===== src/rtl/rst_encoder.sv =====
// Register-reset bus issuer: latches per-register reset requests and plays each
// one out as select setup, enable pulse, select hold, then a one-cycle done.
module rst_encoder #(
    parameter int SETUP_CYC = 1,
    parameter int PULSE_CYC = 1,
    parameter int HOLD_CYC  = 1
) (
    input  logic       clock,
    input  logic       reset,
    input  logic [3:0] req,
    output logic [3:0] RST_sel,
    output logic       RST_en,
    output logic       busy,
    output logic [3:0] done
);

    typedef enum logic [1:0] {IDLE, SETUP, PULSE, HOLD} state_t;

    localparam logic [3:0] SETUP_LD = 4'(SETUP_CYC - 1);
    localparam logic [3:0] PULSE_LD = 4'(PULSE_CYC - 1);
    localparam logic [3:0] HOLD_LD  = 4'(HOLD_CYC - 1);

    state_t     state;
    logic [3:0] pending;
    logic [3:0] cnt;
    logic [1:0] grant;
    logic [1:0] prio;
    logic [3:0] clr;
    logic       hold_end;

    // Fixed priority: lowest set bit (ROW) wins.
    always_comb begin
        prio = 2'd3;
        for (int i = 3; i >= 0; i--)
            if (pending[i]) prio = 2'(i);
    end

    assign hold_end = (state == HOLD) && (cnt == 4'd0);
    // A request landing on the clearing edge still survives (set wins).
    assign clr = hold_end ? (4'b0001 << grant) : 4'b0000;

    always_ff @(posedge clock) begin
        if (reset) begin
            state   <= IDLE;
            pending <= '0;
            cnt     <= '0;
            grant   <= '0;
            RST_sel <= '0;
            RST_en  <= 1'b0;
            busy    <= 1'b0;
            done    <= '0;
        end else begin
            pending <= (pending & ~clr) | req;
            done    <= '0;
            case (state)
                IDLE: begin
                    if (|pending) begin
                        state   <= SETUP;
                        grant   <= prio;
                        cnt     <= SETUP_LD;
                        RST_sel <= 4'b0001 << prio;
                        busy    <= 1'b1;
                    end
                end
                SETUP: begin
                    if (cnt == 4'd0) begin
                        state  <= PULSE;
                        cnt    <= PULSE_LD;
                        RST_en <= 1'b1;
                    end else begin
                        cnt <= cnt - 4'd1;
                    end
                end
                PULSE: begin
                    if (cnt == 4'd0) begin
                        state  <= HOLD;
                        cnt    <= HOLD_LD;
                        RST_en <= 1'b0;
                    end else begin
                        cnt <= cnt - 4'd1;
                    end
                end
                HOLD: begin
                    if (cnt == 4'd0) begin
                        state   <= IDLE;
                        RST_sel <= '0;
                        busy    <= 1'b0;
                        done    <= 4'b0001 << grant;
                    end else begin
                        cnt <= cnt - 4'd1;
                    end
                end
                default: state <= IDLE;
            endcase
        end
    end

endmodule

===== config.mk =====
export PLATFORM = sky130hd
export DESIGN_NAME = rst_encoder
export DESIGN_NICKNAME = d
export VERILOG_FILES = /design/src/rtl/rst_encoder.sv
export SDC_FILE = /design/constraint.sdc
export NUM_CORES = 1
export LEC_CHECK = 0
export BUFFER_PORTS_ARGS = -buffer_cell sky130_fd_sc_hd__buf_2
export CAP_MARGIN = 15
export CORE_MARGIN = 2
export CORE_UTILIZATION = 46
export DETAILED_ROUTE_END_ITERATION = 6
export PLACE_DENSITY_LB_ADDON = 0.08
export SLEW_MARGIN = 10
export SYNTH_ARGS = -nofsm -noshare
export SYNTH_HDL_FRONTEND = slang
export SYNTH_SLANG_ARGS = --single-unit

===== constraint.sdc =====
create_clock -name clock -period 5.2 [get_ports clock]
set_input_delay 0.78 -clock clock [delete_from_list [all_inputs] [get_ports clock]]
set_output_delay 0.78 -clock clock [all_outputs]
set_load 0.005 [all_outputs]

* Yosys cells after proc, flatten, opt, wreduce, memory -nomap -nowiden
Index checks and enable logic that the tools add are counted.
Word-level totals: input port bits 6, output and inout bits 10, word-level logic and storage cells 58, register bits 22
Operators by class: reductions and logical operators 13, bitwise logic cells 5, multiplexer cells 21, add/sub/neg operators 1, equality and inequality tests 8, shift-type cells 2
Operators by type and width (number):
- 4-bit two-way mux | 6
- 2-bit two-way mux | 6
- 4-bit case mux with 3 select lines | 1
- 2-bit inequality test (second input constant) | 4
- 2-bit case mux with 4 select lines | 1
- 4-bit case mux with 2 select lines | 1
- 1-bit by 2-bit left shift with 4-bit output (first input constant) | 2
- 3-bit AND reduction | 2
- 4-bit bitwise AND | 1
- 2-bit == test (second input constant) | 2
- 4-bit zero test | 1
- 1-bit two-way mux | 4
- 4-bit NOT | 1
- 4-bit OR | 1
- 1-bit case mux with 2 select lines | 2
- 2-bit AND reduction | 2
- 4-bit AND reduction | 1
- 2-bit nonzero test | 2
- 4-bit OR reduction | 1
- 4-bit by 1-bit subtractor with 4-bit output (second input constant) | 1
- 3-bit OR reduction | 1
- 2-bit by 1-bit == test with 1-bit output (second input constant) | 1
- 2-bit zero test | 1
- 2-bit by 1-bit inequality test with 1-bit output (second input constant) | 1
- other kinds (3) | 4

* Depth between registers and ports, before layout
depth after elaboration 6, gate-level depth with buffers 7, gate-level depth less buffers 6

* Least setup slack after synthesis
No wires, ideal clock.
path kind input port to flip-flop, from input port reset, to register RST_sel[3], cell stages on the path 4, buffers on the path 1, setup time 117 ps, arrival 1597 ps, slack 3485 ps, required time 5083 ps, cells stage by stage clkbuf_1 > nor3_1 > nor2b_1 > a32o_1
RTL lines:
- start, declared | RTL line 9 | input logic reset,
- end signal, assigned | RTL line 61 | RST_sel <= 4'b0001 << prio;
- end, declared | RTL line 11 | output logic [3:0] RST_sel,

* Final worst setup path
from register cnt[0], to register cnt[3]
On the way: word-level cells in the longest chain between the ends 3, elaborated cells on any way between the ends 7, those cells by class add/sub: 1; eq/ne: 1; mux: 3; reduce/logical: 2
Ends and longest elaborated chain:
- start, declared | RTL line 25 | logic [3:0] cnt;
- start signal, assigned | RTL line 71 | cnt <= cnt - 4'd1;
- start signal, assigned | RTL line 80 | cnt <= cnt - 4'd1;
- start signal, assigned | RTL line 90 | cnt <= cnt - 4'd1;
- 4-bit by 1-bit subtractor with 4-bit output / 4-bit zero test (equally long branches)
- 4-bit two-way mux (tied with other cells) | RTL line 84 | if (cnt == 4'd0) begin
- 4-bit case mux with 3 select lines / 2-bit AND reduction (equally long branches)
Parallel ways exist; a longest one is shown, timed or not. The select of a mux whose other input is x is not followed. A chain may end at the register's enable or synchronous reset.

==> reports/qor.csv <==
metric,value,unit
yosys_warnings,0,
drcViolationCount,0,
whs,0.4745,ns
drt-initial-drc-count,21,
crit_path_max_fanout,5,
nets_final,138,
core,2170,um^2
cts.clk_slew.worst_paths,0.12,ns
diodes,0,
critPathKind,reg -> reg,
cp_startpoint,cnt[0],
worstPathArrival,2.12,ns
initial_core_util,47.64,%
grt_antenna_before_repair,0,
clock_insertion_delay_worst_skew,0.31,ns
ys_seq_elements,22,
cts.sinks,22,
n_fill_cell,226,
cts-root-to-sink-buffers,2,
place_congestion,0.8418,
chipWidth,51.40,um
slew_headroom,62.25,%
preCtsSetupSlack,3.325,ns
floorplan.die_area,2642,um^2
fin_crit_sh,35.76,%
min_path_type,reg -> reg,
drt_wl_total,2073,um
grt_first_pass_wirelength,3443,um
timing.fmax,0.5377,GHz
htree_levels,1,
power_leakage,0.0004903,uW
grt_remaining_overflow,0,
placementRows,17,
report.final.slew_viol_count,0,
gr-usage-all-layers,17.37,%
power_density,489.3,nW/um^2
fin_skew,0.009692,ns
netlist_instances,111,
grt_pass1_vias,774,
final_cell_area,1170,um^2
maximum_number_of_pins_on_one_net_before_global_route_repair,20,
setup-violations-final,0,
postPlaceCellArea,1117,um^2
drtPass1Iterations,4,
yosysSeqAreaShare,42.62,%
postCtsSetupBuffers,0,
drive_gt1_share,20.00,%
ant_nets,0,
worst-endpoint-required,5.46,ns
run_status,"complete, no violations",
post_cts_resized,0,
cts_tree,done,
cts-hold-fix-buffers,0,
route.detailed.wl_per_inst,13.55,um
detailed_place_hpwl,1484,um
synthDistinctLibCells,31,
regToRegStartpoint,cnt[0],
ir_worst_vdd,0.2648,mV
fin_ws,3.340,ns
detailroute.via_count,862,
area_growth_syn_to_layout,13.20,%
buffer_ports.inserted,15,
average_via_count_per_standard_cell,5.634,
syn_area,1033,um^2
total_cts_buffers,3,
ctsRootBufferMaster,clkbuf_4,
syn_nets,123,
die_boundary_height,51.40,um
timing.max_cap.violations,0,
startpoint_type,flop,
post-route-min-period,1.860,ns
timing_hold_violations_final,0,
rsz0062_at_grt,false,
cp-end-kind,flop,
worst-slew-pin-transition,0.5615,ns
pin_count,16,
start_point_of_the_worst_min_delay_path,RST_sel[3],
avgSynthCellArea,9.311,um^2
setup-tns-final,0,ns
## kinds of logic (layout without fill, tap and decap cells)
| kind of cell | count (synthesis) | in the layout | share of synthesized area (%) |
|---|---|---|---|
| multiplexers | 1 | 1 | 0.9686 |
| adder cells (fa/ha/maj) | 6 | 6 | 7.264 |
| AO/OA/AOI/OAI | 27 | 27 | 20.10 |
| AND/OR/NAND/NOR | 38 | 38 | 22.15 |
| buffers and inverters | 17 | 31 | 6.900 |
| flip-flops | 22 | 22 | 42.61 |
## sequential cells by signal, summed over array words and instances, names as in the netlist
register / cells
state: 2
busy: 1
grant: 2
done: 4
RST_sel: 4
cnt: 4
pending: 4
RST_en: 1
## cell usage in the layout (no fill, tap or decap), types with 2 or more instances in the layout
cell / netlist / final
a211oi_1: 2 / 2
a21oi_1: 7 / 7
a221oi_1: 3 / 3
a22o_1: 3 / 3
a32o_1: 3 / 3
buf_2: 0 / 15
clkbuf_4: 0 / 3
dfxtp_1: 22 / 22
ha_1: 6 / 6
inv_1: 12 / 12
nand2_1: 4 / 4
nand3_1: 2 / 2
nand3b_1: 2 / 2
nand4_1: 4 / 4
nor2_1: 8 / 8
nor3_1: 5 / 5
nor4_1: 4 / 4
o21ai_0: 6 / 6
## path summary, 6_finish.rpt
check,cells past startpoint,slack (ns),end
setup / recovery,6,3.34,cnt[3]
setup reg to reg,6,3.34,cnt[3]
hold reg to reg,1,0.47,RST_sel[3]
hold / removal,1,0.47,RST_sel[3]
## through the flow
step / utilization [%] / instances / total power [uW]
global route: 53.92 / 153 / 612.3
finish: 53.92 / 153 / 572.4
global placement: 51.50 / 149 / 437.6
detailed placement: 51.50 / 149 / 442.7
floorplan: - / 111 / 394.0
CTS: 53.92 / 153 / 576.4
## critical path, stage by stage, from the launching register on
cell and delay [ns]:
dfxtp_1 0.37, inv_1 0.09, ha_1 0.20, or3b_4 0.41, a2111oi_4 0.46, o311ai_1 0.17, nand3_1 0.11
## per-layer routing
layer	up-vias	part of all wire [%]	track usage, %
met5	-	0	0
met4	0	1.7	9.649
met3	4	3.5	2.924
met2	16	45	25.43
met1	405	50	24.04
li1	437	-	-
## power breakdown
group	switching [uW]	leakage (uW)	internal, uW
logic	117	0.000282	90.1
registers	29.3	0.000181	202
clock network	55.9	0.0000279	77.9
total	202	0.000490	370
## cell usage after synthesis
| master | instances | area, um^2 |
|---|---|---|
| or3_1 | 1 | 6.260 |
| mux2i_1 | 1 | 10.01 |
| and2b_2 | 1 | 8.760 |
| nor3b_2 | 1 | 12.51 |
| nor2_1 | 8 | 30.03 |
| nand4_1 | 4 | 25.02 |
| a32o_1 | 3 | 30.03 |
| nor2b_1 | 1 | 6.260 |
| nor4_1 | 4 | 25.02 |
| nor4_2 | 1 | 12.51 |
| a21oi_1 | 7 | 35.03 |
| a2111oi_4 | 1 | 27.53 |
| or2_2 | 1 | 6.260 |
| or3b_4 | 1 | 11.26 |
| o21ai_0 | 6 | 30.03 |
| nor4b_1 | 1 | 8.760 |
| clkbuf_1 | 4 | 15.01 |
| nand4bb_1 | 1 | 11.26 |
| o311ai_1 | 1 | 8.760 |
| nand2_1 | 4 | 15.01 |
| dfxtp_1 | 22 | 440.4 |
| ha_1 | 6 | 75.07 |
| a2bb2oi_1 | 1 | 8.760 |
| a22o_1 | 3 | 26.28 |
| nand3_1 | 2 | 10.01 |
| a221oi_1 | 3 | 26.28 |
| nand3b_1 | 2 | 15.01 |
| nor3_1 | 5 | 25.02 |
| buf_6 | 1 | 11.26 |
| inv_1 | 12 | 45.04 |
| a211oi_1 | 2 | 15.01 |
## layout make-up
cell class	instances	area, um^2	area share (%)
clock buffer	3	22.52	1.925
clock inverter	1	30.03	2.567
inverter	12	45.04	3.850
multi-input combinational	72	521.8	44.60
sequential	22	440.4	37.65
tap	28	35.03	2.995
timing repair buffer	15	75.07	6.417
Power figures use the tool's default switching activity.
